==> src/rtl/flags_unit_if.sv <==
// Flag-unit connection bundle between the ALU/sequencer side (master) and flags_unit (slave).
// Also provides the default flag-bit positions FLAGS_Z/N/C/V used by the unit and its users.
`ifndef FLAGS_Z
`define FLAGS_Z 0
`endif
`ifndef FLAGS_N
`define FLAGS_N 1
`endif
`ifndef FLAGS_C
`define FLAGS_C 2
`endif
`ifndef FLAGS_V
`define FLAGS_V 3
`endif

interface flags_unit_if;
    logic [3:0] flags_in;
    logic       flags_we;
    logic [3:0] cond_code;
    logic       save;
    logic       restore;
    logic       err_clr;
    logic [3:0] flags;
    logic       carry_out;
    logic       cond_true;
    logic       stack_full;
    logic       stack_empty;
    logic       stack_err;

    modport master (
        output flags_in, flags_we, cond_code, save, restore, err_clr,
        input  flags, carry_out, cond_true, stack_full, stack_empty, stack_err
    );

    modport slave (
        input  flags_in, flags_we, cond_code, save, restore, err_clr,
        output flags, carry_out, cond_true, stack_full, stack_empty, stack_err
    );
endinterface

==> src/rtl/flags_unit.sv <==
// ALU status-flag register, branch-condition evaluator and saved-flag LIFO for interrupts.
// Optional FLAGS_BYPASS_EN forwards flags_in to cond_true/carry_out in the write cycle.
`ifndef FLAGS_Z
`define FLAGS_Z 0
`endif
`ifndef FLAGS_N
`define FLAGS_N 1
`endif
`ifndef FLAGS_C
`define FLAGS_C 2
`endif
`ifndef FLAGS_V
`define FLAGS_V 3
`endif

module flags_unit #(
    parameter int DEPTH = 4
) (
    input  logic         clk,
    input  logic         rst,
    flags_unit_if.slave  bus
);
    localparam int CW = $clog2(DEPTH + 1);
    localparam int IW = (DEPTH > 1) ? $clog2(DEPTH) : 1;

    logic [3:0]    flags_q;
    logic [3:0]    stack [DEPTH];
    logic [CW-1:0] count;
    logic          full;
    logic          empty;
    logic          push_ok;
    logic          pop_ok;
    logic          err_set;
    logic [IW-1:0] wr_idx;
    logic [IW-1:0] top_idx;
    logic [3:0]    eval_flags;
    logic          z, n, c, v;
    logic          cond;

    assign full    = (count == CW'(DEPTH));
    assign empty   = (count == '0);
    assign push_ok = bus.save & ~bus.restore & ~full;
    assign pop_ok  = bus.restore & ~bus.save & ~empty;
    assign err_set = (bus.save & bus.restore)
                   | (bus.save & ~bus.restore & full)
                   | (bus.restore & ~bus.save & empty);
    assign wr_idx  = IW'(count);
    assign top_idx = IW'(count - 1'b1);

    // NOTE: all sequential state uses non-blocking assignments so every register samples pre-edge values.
    always_ff @(posedge clk or posedge rst) begin
        if (rst) begin
            flags_q   <= '0;
            count     <= '0;
            bus.stack_err <= 1'b0;
        end else begin
            if (pop_ok)
                flags_q <= stack[top_idx];
            else if (bus.flags_we)
                flags_q <= bus.flags_in;

            if (push_ok)
                count <= count + 1'b1;
            else if (pop_ok)
                count <= count - 1'b1;

            if (err_set)
                bus.stack_err <= 1'b1;
            else if (bus.err_clr)
                bus.stack_err <= 1'b0;
        end
    end

    // NOTE: the LIFO storage is deliberately not reset; entries above count are never read.
    always_ff @(posedge clk) begin
        if (push_ok)
            stack[wr_idx] <= flags_q;
    end

`ifdef FLAGS_BYPASS_EN
    assign eval_flags = (bus.flags_we & ~bus.restore) ? bus.flags_in : flags_q;
`else
    assign eval_flags = flags_q;
`endif

    assign z = eval_flags[`FLAGS_Z];
    assign n = eval_flags[`FLAGS_N];
    assign c = eval_flags[`FLAGS_C];
    assign v = eval_flags[`FLAGS_V];

    // NOTE: a default ahead of the case keeps this block latch-free and X-free for any code.
    always_comb begin
        cond = 1'b0;
        case (bus.cond_code)
            4'd0:  cond = z;
            4'd1:  cond = ~z;
            4'd2:  cond = c;
            4'd3:  cond = ~c;
            4'd4:  cond = n;
            4'd5:  cond = ~n;
            4'd6:  cond = v;
            4'd7:  cond = ~v;
            4'd8:  cond = c & ~z;
            4'd9:  cond = ~c | z;
            4'd10: cond = (n == v);
            4'd11: cond = (n != v);
            4'd12: cond = ~z & (n == v);
            4'd13: cond = z | (n != v);
            4'd14: cond = 1'b1;
            4'd15: cond = 1'b0;
            default: cond = 1'b0;
        endcase
    end

    assign bus.flags       = flags_q;
    assign bus.carry_out   = eval_flags[`FLAGS_C];
    assign bus.cond_true   = cond;
    assign bus.stack_full  = full;
    assign bus.stack_empty = empty;
endmodule

==> src/flat_wrapper.sv <==
// flat-port wrapper written by rule: the top's interface ports become plain ports
module flags_unit_flat 
#(
    parameter int DEPTH = 4
)
  (clk, rst, bus_flags_in, bus_flags_we, bus_cond_code, bus_save, bus_restore, bus_err_clr, bus_flags, bus_carry_out, bus_cond_true, bus_stack_full, bus_stack_empty, bus_stack_err);
  flags_unit_if bus_i ();
  input  logic clk;
  input  logic rst;
  input wire logic [$bits(bus_i.flags_in)-1:0] bus_flags_in;
  input wire logic [$bits(bus_i.flags_we)-1:0] bus_flags_we;
  input wire logic [$bits(bus_i.cond_code)-1:0] bus_cond_code;
  input wire logic [$bits(bus_i.save)-1:0] bus_save;
  input wire logic [$bits(bus_i.restore)-1:0] bus_restore;
  input wire logic [$bits(bus_i.err_clr)-1:0] bus_err_clr;
  output wire logic [$bits(bus_i.flags)-1:0] bus_flags;
  output wire logic [$bits(bus_i.carry_out)-1:0] bus_carry_out;
  output wire logic [$bits(bus_i.cond_true)-1:0] bus_cond_true;
  output wire logic [$bits(bus_i.stack_full)-1:0] bus_stack_full;
  output wire logic [$bits(bus_i.stack_empty)-1:0] bus_stack_empty;
  output wire logic [$bits(bus_i.stack_err)-1:0] bus_stack_err;
  assign bus_i.flags_in = bus_flags_in;
  assign bus_i.flags_we = bus_flags_we;
  assign bus_i.cond_code = bus_cond_code;
  assign bus_i.save = bus_save;
  assign bus_i.restore = bus_restore;
  assign bus_i.err_clr = bus_err_clr;
  assign bus_flags = bus_i.flags;
  assign bus_carry_out = bus_i.carry_out;
  assign bus_cond_true = bus_i.cond_true;
  assign bus_stack_full = bus_i.stack_full;
  assign bus_stack_empty = bus_i.stack_empty;
  assign bus_stack_err = bus_i.stack_err;
  flags_unit #(.DEPTH(DEPTH)) u_core (.clk(clk), .rst(rst), .bus(bus_i));
endmodule
==> config.mk <==
export PLATFORM = sky130hd
export DESIGN_NAME = flags_unit_flat
export DESIGN_NICKNAME = d
export VERILOG_FILES = /design/src/rtl/flags_unit_if.sv /design/src/rtl/flags_unit.sv /design/src/flat_wrapper.sv
export SDC_FILE = /design/constraint.sdc
export NUM_CORES = 1
export LEC_CHECK = 0
export CAP_MARGIN = 20
export CORE_MARGIN = 10
export CORE_UTILIZATION = 51
export CTS_CLUSTER_SIZE = 16
export DETAILED_ROUTE_END_ITERATION = 16
export MAX_ROUTING_LAYER = met4
export PLACE_DENSITY = 0.86
export SLEW_MARGIN = 20
export SYNTH_ARGS = -nofsm -noshare
export SYNTH_HDL_FRONTEND = slang
export SYNTH_SLANG_ARGS = --single-unit
==> constraint.sdc <==
create_clock -name clk -period 2.7 [get_ports clk]
set_input_delay 0.81 -clock clk [delete_from_list [all_inputs] [get_ports clk]]
set_output_delay 0.81 -clock clk [all_outputs]
set_load 0.03 [all_outputs]
==> results of run 1 <==
cell usage in the layout (no fill, tap or decap), types with 2 or more instances in the layout:
| cell type | Yosys | routed |
|---|---|---|
| nand3_1 | 2 | 2 |
| xnor2_1 | 4 | 4 |
| mux2i_1 | 5 | 5 |
| buf_4 | 1 | 3 |
| inv_1 | 6 | 6 |
| dlygate4sd2_1 | 0 | 2 |
| a21oi_1 | 3 | 2 |
| nand2_1 | 5 | 5 |
| dfrtp_1 | 8 | 8 |
| mux4_2 | 4 | 4 |
| buf_6 | 3 | 2 |
| clkdlybuf4s50_1 | 0 | 15 |
| edfxtp_1 | 16 | 16 |
| nor2_1 | 3 | 3 |
| o21ai_0 | 4 | 4 |
| ha_1 | 5 | 5 |
| and2_1 | 4 | 4 |
| clkbuf_4 | 0 | 3 |
| nor2b_1 | 2 | 2 |
area by class of cell:
cell class | count | area (µm²)
clock buffers | 3 | 22.5
flip-flops and latches | 24 | 681
multi-input cells | 59 | 546
fillers | 189 | 858
repair buffers | 25 | 235
clock inverters | 1 | 30.0
well taps | 30 | 37.5
inverters | 6 | 22.5
power groups by stage:
stage	sequential, mW	clock, mW	combinational, mW
floorplan	0.642	0	0.421
global route	0.618	0.271	0.744
CTS	0.601	0.257	0.680
finish	0.602	0.257	0.688
global placement	0.601	0	0.665
detailed placement	0.607	0	0.681
state kept, by name, indices dropped and copies added, names as in the netlist:
register              flops
u_core.bus.flags          4
u_core.count              3
u_core.bus.stack_err      1
u_core.stack             16
through the flow:
stage / setup WS, ns / hold WS [ns] / cells / total power, mW / cell area, µm²
6_report: 0.0325 / 0.590 / 148 / 1.55 / 1570
5_1_grt: -0.0247 / 0.619 / 148 / 1.63 / 1570
4_1_cts: -0.127 / 0.596 / 148 / 1.54 / 1560
3_5_place_dp: -0.464 / 0.573 / 144 / 1.29 / 1510
3_3_place_gp: -0.420 / 0.545 / 144 / 1.27 / 1510
2_1_floorplan: 0.0550 / 0.510 / 97 / 1.06 / 1290
critical path, stage by stage:
cell and delay (ns):
buf_2 0.14, or3_4 0.41, a21oi_2 0.15, mux2i_1 0.09
o31a_1 0.11, buf_6 0.14
repair_timing:
item                       4_1_cts  5_1_grt
pin swaps                        0        4
setup endpoints to repair        3        1
resized for setup               10       14
worst paths after layout:
kind / endpoint / slack [ns] / depth (start not counted)
max: bus_cond_true / 0.03 / 6
min: u_core.count[2] / 0.59 / 1
max reg2reg: u_core.count[1] / 0.90 / 6
min reg2reg: u_core.count[2] / 0.59 / 1
max in group asynchronous: u_core.bus.flags[3] / 1.67 / 2
min in group asynchronous: u_core.bus.flags[0] / 0.75 / 2
per-layer routing:
layer	GRT usage (%)	wire length, µm	vias up
met1	13.1	1170	399
met4	5.04	0	0
met2	17.7	1380	22
li1	-	-	392
met3	1.84	84	0
met5	-	0	-
kinds of logic (layout without fill, tap and decap cells):
| group | Yosys count | count (layout) |
|---|---|---|
| buffers and inverters | 14 | 35 |
| adder cells (fa/ha/maj) | 5 | 5 |
| AND/OR/NAND/NOR | 24 | 24 |
| XOR/XNOR | 4 | 4 |
| multiplexers | 10 | 10 |
| flip-flops | 24 | 24 |
| AO/OA/AOI/OAI | 16 | 16 |
==> run metrics, run 1 <==
status=finished, final reports clean; Synth Area in Compound Gates=9.63%; Avg Inst Size Synth=~13 µm²; total nets after synthesis=116; Routed Antenna Nets=0; die height=70.2 µm; period utilization=between 90% and 100%; clk root buf=clkbuf_4; setup violators final=0; Reg2Reg Launch Point=u_core.count[1]; Die Width=70.2 µm; Unique masters post-synth=36; Final Hold Fails=0; antenna cells=0; simple-gate share of the synthesized area=11.8%; largest family of logic cells by synthesized area=simple AND/OR/NAND/NOR gates; most common cell in the netlist=edfxtp_1; die area=4930 µm²; Async SR Flop Fraction=33.3%; first-pass GRT wire length=4350 µm; Reg power frac=38.9%; Tightest Pin Transition=0.442 ns; relative slew slack=a little over two thirds; core area=2430 µm²; setup TNS=0 ns; Commonest cells post-synth=16 x edfxtp_1, 8 x dfrtp_1, 6 x inv_1; Area contributors post-synth=edfxtp_1 37%, dfrtp_1 16%, mux4_2 7.0%; IO buf count=22; hpwl dp=roughly 1900 µm; YS warnings=0; Post-CTS Setup Inserts=0; crit path from=bus_cond_code[1]; clock-pin transition on the worst setup and hold timing paths=0.14 ns; peak supply drop=around 0.00073 V; min Tclk post-route=between 2 and 3 ns; Sw Pwr=0.564 mW; Synth area leader=edfxtp_1; Initial Utilization=between 50% and 60%; number of synthesized register bits=24; final max-slew violation count=0; Pleak=~0.63 nW; startpoint types=input port; cts-stage hold buffer count=0; post-synthesis mux area share=11.8%; CP required=1.89 ns; RePlAce Congestion=roughly 0.84; power share of the combinational group=between 40% and 50%; register area share after synthesis=52.9%; prevailing post-synth register cell=edfxtp_1; Hold Path Class=reg -> reg; CP endpoint kind=output port; power density cells=983 nW/µm²; clock skew=approximately 0.0098 ns; nets@finish=approximately 140; Switching Share=36.4%; clk sinks=24; pin count of the biggest net entering global routing=15; Post-Synth Adder-Cell Area=a little under 5%; # H-tree levels=1; Crit Path Category=in -> out; final core occ=64.7%; Via-to-Cell Ratio=around 5.5; Min-Delay Startpoint=u_core.count[2]; max cap viols=0; DR pass1 iterations=4; Yosys top cell area share=37.4%; cts bufs inserted=3; synthesis-to-finish area growth=22.4%; CP Max Fanout=6; Synth Instances=97; Arr. time, crit path=1.86 ns; grt ovf=0; DRT iter0 DRCs=33; CTS tree=built; wire length per cell=~18 µm; clock share of power=16.6%; final wirelength=2640 µm; f_max=0.375 GHz; routed via count=between 800 and 900; IO Pins=23; Int Pwr=0.984 mW; clock latency on the worst-skew pair=0.32 ns; row count=18; Total GRT Usage=11.0%; initial antenna violation count=0; share of layout cells above drive strength 1=between 20% and 30%; post-route DRC violation count=0; XOR/XNOR Fraction of Synth Area=2.72%; Longest Clk Path Bufs=2; via count of the first global-routing pass=851; synthesized area=1290 µm²; number of synthesized flops with an enable pin=16
No activity file was read; power rests on OpenSTA's default activity.
==> inputs of run 2 (changes only) <==
Settings changed: RECOVER_POWER set to 100.
==> run metrics, run 2 (same netlist as run 1, synthesis figures left out) <==
most frequent cells in the layout=16 x edfxtp_1, 8 x dlygate4sd3_1, 8 x dfrtp_1; IO buf count=22 (unchanged); relative slew slack=49.7% (-21 points); RePlAce Congestion=0.841 (unchanged); wire length per cell=17.9 µm (+0.27%); CTS tree=built; Die Width=70.2 µm (unchanged); Longest Clk Path Bufs=2 (unchanged); nets@finish=138 (unchanged); CP Max Fanout=6 (unchanged); most common cell after layout, fill and taps aside=edfxtp_1; min Tclk post-route=2.67 ns (+0.000497 ns); clock skew=0.00630 ns (-0.00352 ns); via count of the first global-routing pass=851 (unchanged); clock-pin transition on the worst setup and hold timing paths=0.13 ns (about the same); Via-to-Cell Ratio=5.58 (+1.6%); Hold Slack=0.593 ns (+0.00256 ns); critical-path cell list=buf_2 -> or3_4 -> a21oi_2 -> mux2i_1 -> o31a_1 -> buf_6; clk sinks=24 (unchanged); startpoint types=input port; Arr. time, crit path=1.86 ns (about the same); IO Pins=23 (unchanged); setup TNS=0 ns (unchanged); multi-input logic area=541 µm² (-0.92%); CP peak stage delay=0.41 ns (about the same); Post-CTS Setup Inserts=0 (unchanged); crit path max-delay cell type=or3_4; final max-slew violation count=0 (unchanged); CP required=1.89 ns (about the same); Routed Antenna Nets=0 (unchanged); Pleak=0.626 nW (-0.94%); pin count of the biggest net entering global routing=15 (unchanged); area post-placement=1510 µm² (unchanged); FF/Latch Area=681 µm² (unchanged); initial antenna violation count=0 (unchanged); Total GRT Usage=11.0% (unchanged); most flop-heavy register=u_core.stack; setup violators final=0 (unchanged); Tightest Pin Transition=0.753 ns (+0.311 ns); Final Hold Fails=0 (unchanged); DR pass1 iterations=4 (unchanged); Crit Path Category=in -> out; die height=70.2 µm (unchanged); clk root buf=clkbuf_4; share of layout cells above drive strength 1=21.2% (-1.7 points); die area=4930 µm² (unchanged); Initial Utilization=52.9% (unchanged); clock latency on the worst-skew pair=0.31 ns (about the same); hpwl dp=1930 µm (unchanged); max cap viols=0 (unchanged); first-pass GRT wire length=4350 µm (unchanged); peak supply drop=0.000719 V (-1.9%); period utilization=98.8% (about the same); f_max=0.375 GHz (about the same); CP endpoint kind=output port; post-route DRC violation count=0 (unchanged); max FFs per register=16 (unchanged); core area=2430 µm² (unchanged); final wirelength=2640 µm (+0.27%); # H-tree levels=1 (unchanged); row count=18 (unchanged); Hold Path Class=reg -> reg; routed via count=826 (+1.6%); Filler cells=192 (+1.6%); status=finished, final reports clean; grt ovf=0 (unchanged); antenna cells=0 (unchanged); power density cells=975 nW/µm² (-0.84%); cts bufs inserted=3 (unchanged); DRT iter0 DRCs=24 (-27%); final core occ=64.4% (-0.36 points); synthesis-to-finish area growth=21.7%; Final Instance Area=1570 µm² (-0.56%)
==> run 2: metal layers <==
layer	vias to the layer above	global-route usage [%]	part of all wire (%)
met5	-	-	0
met4	0	5.04	0.23
met3	2	1.84	3.8
met2	26	17.7	53
met1	407	13.1	43
li1	391	-	-
==> run 2: final cells by class <==
| type | instances | area share [%] |
|---|---|---|
| sequential | 24 | 43.5 |
| clock buffer | 3 | 1.44 |
| clock inverter | 1 | 1.92 |
| timing repair buffer | 25 | 14.8 |
| multi-input combinational | 59 | 34.5 |
| tap | 30 | 2.40 |
| inverter | 6 | 1.44 |
==> run 2: what timing repair did <==
action,4_1_cts,5_1_grt
hold buffers,0,0
pin swaps,0,4
gates cloned,0,0
setup endpoints to repair,3,1
resized for setup,10,14
==> run 2: final timing paths <==
path / start / endpoint / slack (ns) / cells after the start
min: u_core.count[2] / u_core.count[2] / 0.59 / 1
min reg2reg: u_core.count[2] / u_core.count[2] / 0.59 / 1
min in group asynchronous: rst / u_core.bus.stack_err / 0.88 / 2
max in group asynchronous: rst / u_core.bus.flags[3] / 1.55 / 2
max reg2reg: u_core.count[1] / u_core.bus.flags[2] / 0.60 / 6
max: bus_cond_code[1] / bus_cond_true / 0.03 / 6
==> run 2: per-stage QoR <==
| step | std cells | setup WS [ns] | total power, mW |
|---|---|---|---|
| 3_3_place_gp | 144 | -0.420 | 1.27 |
| 6_report | 148 | 0.0320 | 1.53 |
| 4_1_cts | 148 | -0.127 | 1.54 |
| 3_5_place_dp | 144 | -0.464 | 1.29 |
| 5_1_grt | 148 | -0.0247 | 1.61 |
| 2_1_floorplan | 97 | 0.0550 | 1.06 |
==> run 2: critical path: cells and delay by family <==
family                 cells  cell delay (ns)
and+or+nand+nor            1             0.41
buffers and inverters      2             0.28
AOI/OAI and AO/OA          2             0.26
muxes                      1             0.09
==> run 2: report_power, final <==
part	switching (mW)	internal, mW
clock network	0.104	0.150
registers	0.0940	0.506
logic	0.361	0.310
total	0.559	0.967
